`src/rtl/irq_sequencer.sv`:
```
// irq_sequencer: latches peripheral interrupt requests, picks the lowest-index
// enabled one and hands it to the ID-stage control unit at a safe point.
// Build option: define IRQ_COUNT_EN to implement the taken-interrupt counter;
// otherwise irq_count is tied to zero.
module irq_sequencer #(
  parameter int unsigned NUM_SRC = 4,
  parameter logic [NUM_SRC-1:0] MASK_RST = '1,
  localparam int unsigned CAUSE_W = (NUM_SRC > 1) ? $clog2(NUM_SRC) : 1,
  localparam int unsigned CNT_W = 16
) (
  input  logic               clk,
  input  logic               reset,
  input  logic [NUM_SRC-1:0] irq_src,
  input  logic               mask_wr,
  input  logic [NUM_SRC-1:0] mask_wdata,
  input  logic               id_valid,
  input  logic               id_shadow,
  input  logic               stall,
  input  logic               kernel_mode,
  input  logic               eret,
  output logic               irq_to_cu,
  output logic               flush_if,
  output logic [CAUSE_W-1:0] irq_cause,
  output logic [NUM_SRC-1:0] pending,
  output logic [NUM_SRC-1:0] mask,
  output logic               in_service,
  output logic [CNT_W-1:0]   irq_count
);

  typedef enum logic [1:0] {
    IDLE    = 2'd0,
    ARMED   = 2'd1,
    TAKE    = 2'd2,
    SERVICE = 2'd3
  } state_t;

  state_t               state;
  state_t               state_n;
  logic [NUM_SRC-1:0]   eligible;
  logic [NUM_SRC-1:0]   lowest;
  logic [NUM_SRC-1:0]   take_clr;
  logic [CAUSE_W-1:0]   winner;
  logic                 safe_point;

  assign eligible   = pending & mask;
  // Isolate the lowest set bit: the fixed-priority winner as a one-hot vector.
  assign lowest     = eligible & (~eligible + NUM_SRC'(1));
  assign take_clr   = (state == TAKE) ? lowest : '0;
  assign safe_point = id_valid && !id_shadow && !stall && !kernel_mode;
  assign flush_if   = (state == TAKE);

  // Encode the lowest eligible index (scan from the top so the lowest wins).
  always_comb begin
    winner = '0;
    for (int i = NUM_SRC - 1; i >= 0; i--) begin
      if (eligible[i]) winner = CAUSE_W'(i);
    end
  end

  // State register.
  always_ff @(posedge clk or negedge reset) begin
    if (!reset) state <= IDLE;
    else        state <= state_n;
  end

  // Next-state decode.
  always_comb begin
    state_n = state;
    case (state)
      IDLE:    if (eligible != '0 && !kernel_mode) state_n = ARMED;
      ARMED: begin
        if (eligible == '0) state_n = IDLE;
        else if (safe_point) state_n = TAKE;
      end
      TAKE:    state_n = SERVICE;
      SERVICE: if (eret) state_n = IDLE;
      default: state_n = IDLE;
    endcase
  end

  // Registered handshake outputs, decoded from the upcoming state.
  always_ff @(posedge clk or negedge reset) begin
    if (!reset) begin
      irq_to_cu  <= 1'b0;
      in_service <= 1'b0;
    end else begin
      irq_to_cu  <= (state_n == TAKE);
      in_service <= (state_n == SERVICE);
    end
  end

  // Sticky pending flags; a new request beats the clear of a taken source.
  always_ff @(posedge clk or negedge reset) begin
    if (!reset) pending <= '0;
    else        pending <= (pending & ~take_clr) | irq_src;
  end

  // Enable mask; a write lands after the current cycle's arbitration.
  always_ff @(posedge clk or negedge reset) begin
    if (!reset)       mask <= MASK_RST;
    else if (mask_wr) mask <= mask_wdata;
  end

  // Cause of the interrupt being serviced, held until the next take.
  always_ff @(posedge clk or negedge reset) begin
    if (!reset)              irq_cause <= '0;
    else if (state == TAKE) irq_cause <= winner;
  end

`ifdef IRQ_COUNT_EN
  // Taken-interrupt counter, wraps naturally.
  always_ff @(posedge clk or negedge reset) begin
    if (!reset)              irq_count <= '0;
    else if (state == TAKE) irq_count <= irq_count + CNT_W'(1);
  end
`else
  assign irq_count = '0;
`endif

endmodule
```
`config.mk`:
```
export PLATFORM = sky130hd
export DESIGN_NAME = irq_sequencer
export DESIGN_NICKNAME = d
export VERILOG_FILES = /design/src/rtl/irq_sequencer.sv
export SDC_FILE = /design/constraint.sdc
export NUM_CORES = 1
export LEC_CHECK = 0
export BUFFER_PORTS_ARGS = -buffer_cell sky130_fd_sc_hd__buf_2
export CORE_MARGIN = 1
export CORE_UTILIZATION = 44
export CTS_CLUSTER_SIZE = 28
export DETAILED_ROUTE_END_ITERATION = 8
export PLACE_DENSITY = 0.79
export SLEW_MARGIN = 0
export SYNTH_ARGS = -nofsm -noshare
export SYNTH_HDL_FRONTEND = slang
export SYNTH_SLANG_ARGS = --single-unit
```
`constraint.sdc`:
```
create_clock -name clk -period 3.3 [get_ports clk]
set_input_delay 0.33 -clock clk [delete_from_list [all_inputs] [get_ports clk]]
set_output_delay 0.33 -clock clk [all_outputs]
set_load 0.005 [all_outputs]
```
### Word-level counts from Yosys, hierarchy flattened

Cells that the tools add are included.

| storage, ports and cells | value |
|---|---|
| register bits after elaboration | 14 |
| input bits | 16 |
| output and inout port bits | 29 |

| cells by class | value |
|---|---|
| $add $sub $neg | 1 |
| equal/unequal tests | 5 |
| multiplexer cells | 10 |
| bitwise gates (word level) | 6 |
| reductions and logical operators | 10 |

Operators by type and width:

| operator | number |
|---|---|
| $mux 2 | 8 |
| $and 4x4->4 | 3 |
| $eq 2x2->1 const B | 4 |
| $not 4->4 | 2 |
| $pmux 2 s4 | 1 |
| $add 4x1->4 const B | 1 |
| $logic_and 1x1->1 | 4 |
| $logic_not 4->1 | 1 |
| $mux 4 | 1 |
| $or 4x4->4 | 1 |
| $reduce_bool 4->1 | 1 |
| $logic_not 1->1 | 3 |
| $eq 2x1->1 const B | 1 |
| $logic_not 2->1 | 1 |

### Logic depth before layout (Yosys ltp)

| logic depth | value |
|---|---|
| depth after elaboration | 8 |
| depth in mapped cells | 4 |
| gate-level depth less buffers | 3 |

### Worst setup path before layout

No wires, ideal clock.

| timing | value |
|---|---|
| kind | register to register |
| start point | register mask[3] |
| end point | register pending[3] |
| setup time | 118 ps |
| arrival time | 1009 ps |
| data required time | 3182 ps |
| path slack | 2173 ps |
| stages on the path, launching flop included | 4 |
| buffers on the path | 0 |
| period minus slack after synthesis | 1127 ps |
| cells stage by stage | dfstp_2 a21boi_0 nand4_1 a21o_1 |

| between the ends | value |
|---|---|
| word-level cells in the longest chain between the ends | 8 |

RTL lines:

| what | line | text |
|---|---|---|
| from (decl) | 25 | `output logic [NUM_SRC-1:0] mask,` |
| from (signal assigned) | 101 | `else if (mask_wr) mask <= mask_wdata;` |
| $and 4x4->4 * | 45 | `assign eligible = pending & mask;` |
| $not 4->4 | 47 | `assign lowest = eligible & (~eligible + NUM_SRC'(1));` |
| $add 4x1->4 | 47 |  |
| $and 4x4->4 * | 47 |  |
| $mux 4 * | 48 | `assign take_clr = (state == TAKE) ? lowest : '0;` |
| $not 4->4 * | 95 | `else pending <= (pending & ~take_clr) \| irq_src;` |
| $and 4x4->4 * | 95 |  |
| $or 4x4->4 * | 95 |  |
| to (signal assigned) | 95 |  |
| to (decl) | 24 | `output logic [NUM_SRC-1:0] pending,` |

Mark *: on every way between the ends. The rest lies on a longest branch, timed or not.
A chain may end at the register's enable or synchronous reset.

### Worst setup path in the final report

| timing | value |
|---|---|
| start point | register state[1] |
| end point | output flush_if |

| between the ends | value |
|---|---|
| word-level cells in the longest chain between the ends | 1 |

RTL lines:

| what | line | text |
|---|---|---|
| from (decl) | 37 | `state_t state;` |
| from (signal assigned) | 63 | `else state <= state_n;` |
| $eq 2x2->1 | 50 | `assign flush_if = (state == TAKE);` |
| to (decl) | 22 | `output logic flush_if,` |

Every way passes these cells.

==> results.py <==
metrics = {
    "run_status": {
        "status": "complete, no violations",
    },
    "timing": {
        "fin_setup_tns_ps": 0,
        "max_freq_ghz": 0.700,
        "finalSetupViolations": 0,
        "drv_slew": 0,
        "fin_crit_ps": 1430,
        "fin_crit_sh": 0.433,
        "skew_ps": 3.08,
        "hold_ws_ps": 224,
        "hold_viol": 0,
        "rsz0062_at_grt": "no",
    },
    "global_routing": {
        "grt_pass1_wl_um": 2100,
        "track_usage": 0.157,
        "antenna_found_initial": 0,
        "grt_max_degree": 15,
        "gr-total-overflow": 0,
        "grt_pass1_vias": 515,
    },
    "logic_synthesis": {
        "netlist_area_um2": 727,
        "synth_cell_type_count": 22,
        "synth-seq-cells": 14,
        "syn_inst": 65,
        "ys_seq_area_frac": 0.489,
        "yosysWarningCount": 0,
        "synth_area_per_cell_um2": 11.2,
    },
    "placed_design": {
        "routabilityCongestion": 0.785,
        "dp_hpwl_um": 939,
        "portBuffers": 28,
        "place_area_um2": 812,
    },
    "setup_path": {
        "worstSetupPathType": "reg2out",
        "crit_slowest_cell": "dfrtp_1",
        "arrival_ps": 1100,
        "critical-path-max-stage-delay_ps": 410,
        "endpoint_kind": "output pin",
        "path_max_fanout": 9,
        "crit_chain": "nor2b_4 -> buf_2",
        "startpoint_type": "flop",
        "r2r_setup_slack_ps": 2060,
        "critPathRequiredTime_ps": 2970,
    },
    "clock_network": {
        "cts_sinks": 14,
        "cts_max_level": 1,
        "cts-root-buf": "clkbuf_4",
        "cts_tree": "built",
        "clk_pin_slew_ps": 80,
        "clockBufferDepth": 2,
        "numCtsBuffers": 3,
        "clkLatencyLatePin_ps": 280,
    },
    "power_and_ir_drop": {
        "power_switching_share": 0.263,
        "peakVddDrop_v": 0.000246,
        "combPwrFrac": 0.197,
        "leakage_nw": 0.413,
        "p_clk_frac": 0.288,
        "p_sw_mw": 0.110,
        "seqPwrFrac": 0.515,
        "p_int_mw": 0.308,
        "p_per_area_nw_per_um2": 487,
    },
    "finish": {
        "num-fill-cells": 142,
        "fin_util": 0.563,
        "finish.net_count": 113,
        "mostFrequentLayoutCells": "28 x buf_2, 16 x conb_1, 10 x dfrtp_1",
        "drive_above_1_share": 0.448,
        "final_cell_area_um2": 858,
        "ff_latch_area_um2": 355,
        "multi_input_area_um2": 289,
        "mostFrequentLayoutCell": "buf_2",
        "area_delta_synth_final_pct": 18.1,
        "insertedDiodeCount": 0,
    },
    "route": {
        "drc_errors": 0,
        "drtIter0Drc": 12,
        "ant_nets": 0,
        "drt-pass1-iter-count": 4,
        "num_vias": 534,
        "via_per_inst": 4.77,
        "wl_per_cell_um": 10.4,
        "drt-total-wl_um": 1170,
    },
    "hold_path": {
        "hold_path_class": "in2reg",
    },
    "die": {
        "coreArea_um2": 1520,
        "initial_core_util": 0.477,
        "die_area_um2": 1820,
        "rows": 14,
        "die_h_um": 42.6,
        "io-pin-count": 45,
        "die_w_um": 42.6,
    },
    "flow_run": {
        "drv_cap": 0,
    },
}
-- worst paths after layout --
kind,start,to,depth (start not counted)
hold / removal,irq_src[0],pending[0]$_DFF_PN0_,2
setup reg to reg,mask[3]$_DFFE_PN1P_,pending[3]$_DFF_PN0_,3
hold reg to reg,pending[1]$_DFF_PN0_,pending[1]$_DFF_PN0_,1
max in group asynchronous,reset,mask[2]$_DFFE_PN1P_,2
setup / recovery,state[1]$_DFF_PN0_,flush_if,2
min in group asynchronous,reset,pending[0]$_DFF_PN0_,2
-- cells in the mapped netlist --
library cell,n,share of area
nand2_1,5,0.026
a31o_1,1,0.012
buf_4,16,0.17
dfstp_2,4,0.14
a31oi_1,1,0.0086
conb_1,1,0.0052
a22oi_1,1,0.010
a31o_2,1,0.012
dfrtp_1,10,0.34
mux2_2,4,0.062
a21boi_0,3,0.031
inv_1,2,0.010
buf_6,1,0.015
o21bai_1,1,0.010
nor4b_2,1,0.021
a21o_1,4,0.041
o22ai_1,2,0.017
nor2_1,1,0.0052
nand3_1,2,0.014
nor2b_4,1,0.019
nand4_1,2,0.017
nand2b_1,1,0.0086
-- registers in the layout (all words and copies together) (netlist names) --
register and cells:
in_service 1, pending 4, state 2, irq_cause 2, mask 4, irq_to_cu 1
-- cells by family after synthesis --
group / after synthesis / share of synthesized area
flip-flops: 14 / 0.489
buffers and inverters: 19 / 0.191
AO/OA/AOI/OAI: 14 / 0.143
AND/OR/NAND/NOR: 13 / 0.110
multiplexers: 4 / 0.0620
other: 1 / 0.00516
-- repair_timing --
item,CTS,global route
endpoints found under the hold margin,10,0
setup buffers,0,0
gates resized for setup,0,0
hold buffers,1,0
-- metrics by stage --
stage / setup WS (ps) / cells / total power, mW
6_report: 1870 / 112 / 0.418
3_3_place_gp: 2100 / 107 / 0.297
5_1_grt: 1780 / 112 / 0.445
2_1_floorplan: 2170 / 80 / 0.279
3_5_place_dp: 2080 / 107 / 0.300
4_1_cts: 1880 / 112 / 0.422
-- critical path: cells and delay by family (launching register included) --
family,cells,cell delay (ps)
buffers and inverters,1,150
DFF,1,410
and+or+nand+nor,1,270
-- per-layer routing --
layer / track usage / part of all wire / vias to the layer above
met1: 0.187 / 0.40 / 243
met2: 0.261 / 0.51 / 31
met4: 0.0938 / 0.021 / 0
met3: 0.0259 / 0.069 / 4
li1: - / - / 256
met5: 0 / 0 / -
-- power by group through the flow --
| stage | combinational, mW | clock (mW) | sequential [mW] |
|---|---|---|---|
| after floorplan | 0.0605 | 0 | 0.218 |
| after global placement | 0.0797 | 0 | 0.217 |
| after detailed placement | 0.0816 | 0 | 0.219 |
| after CTS | 0.0831 | 0.124 | 0.215 |
| after global routing | 0.0934 | 0.132 | 0.220 |
| final | 0.0821 | 0.120 | 0.215 |
-- cell type report --
class,count,area share
clock buffers,4,0.0423
inverters,2,0.00875
multi-input cells,47,0.337
flip-flops and latches,14,0.414
well taps,16,0.0233
repair buffers,29,0.175
Note: power is estimated with default switching activity, not from simulation.
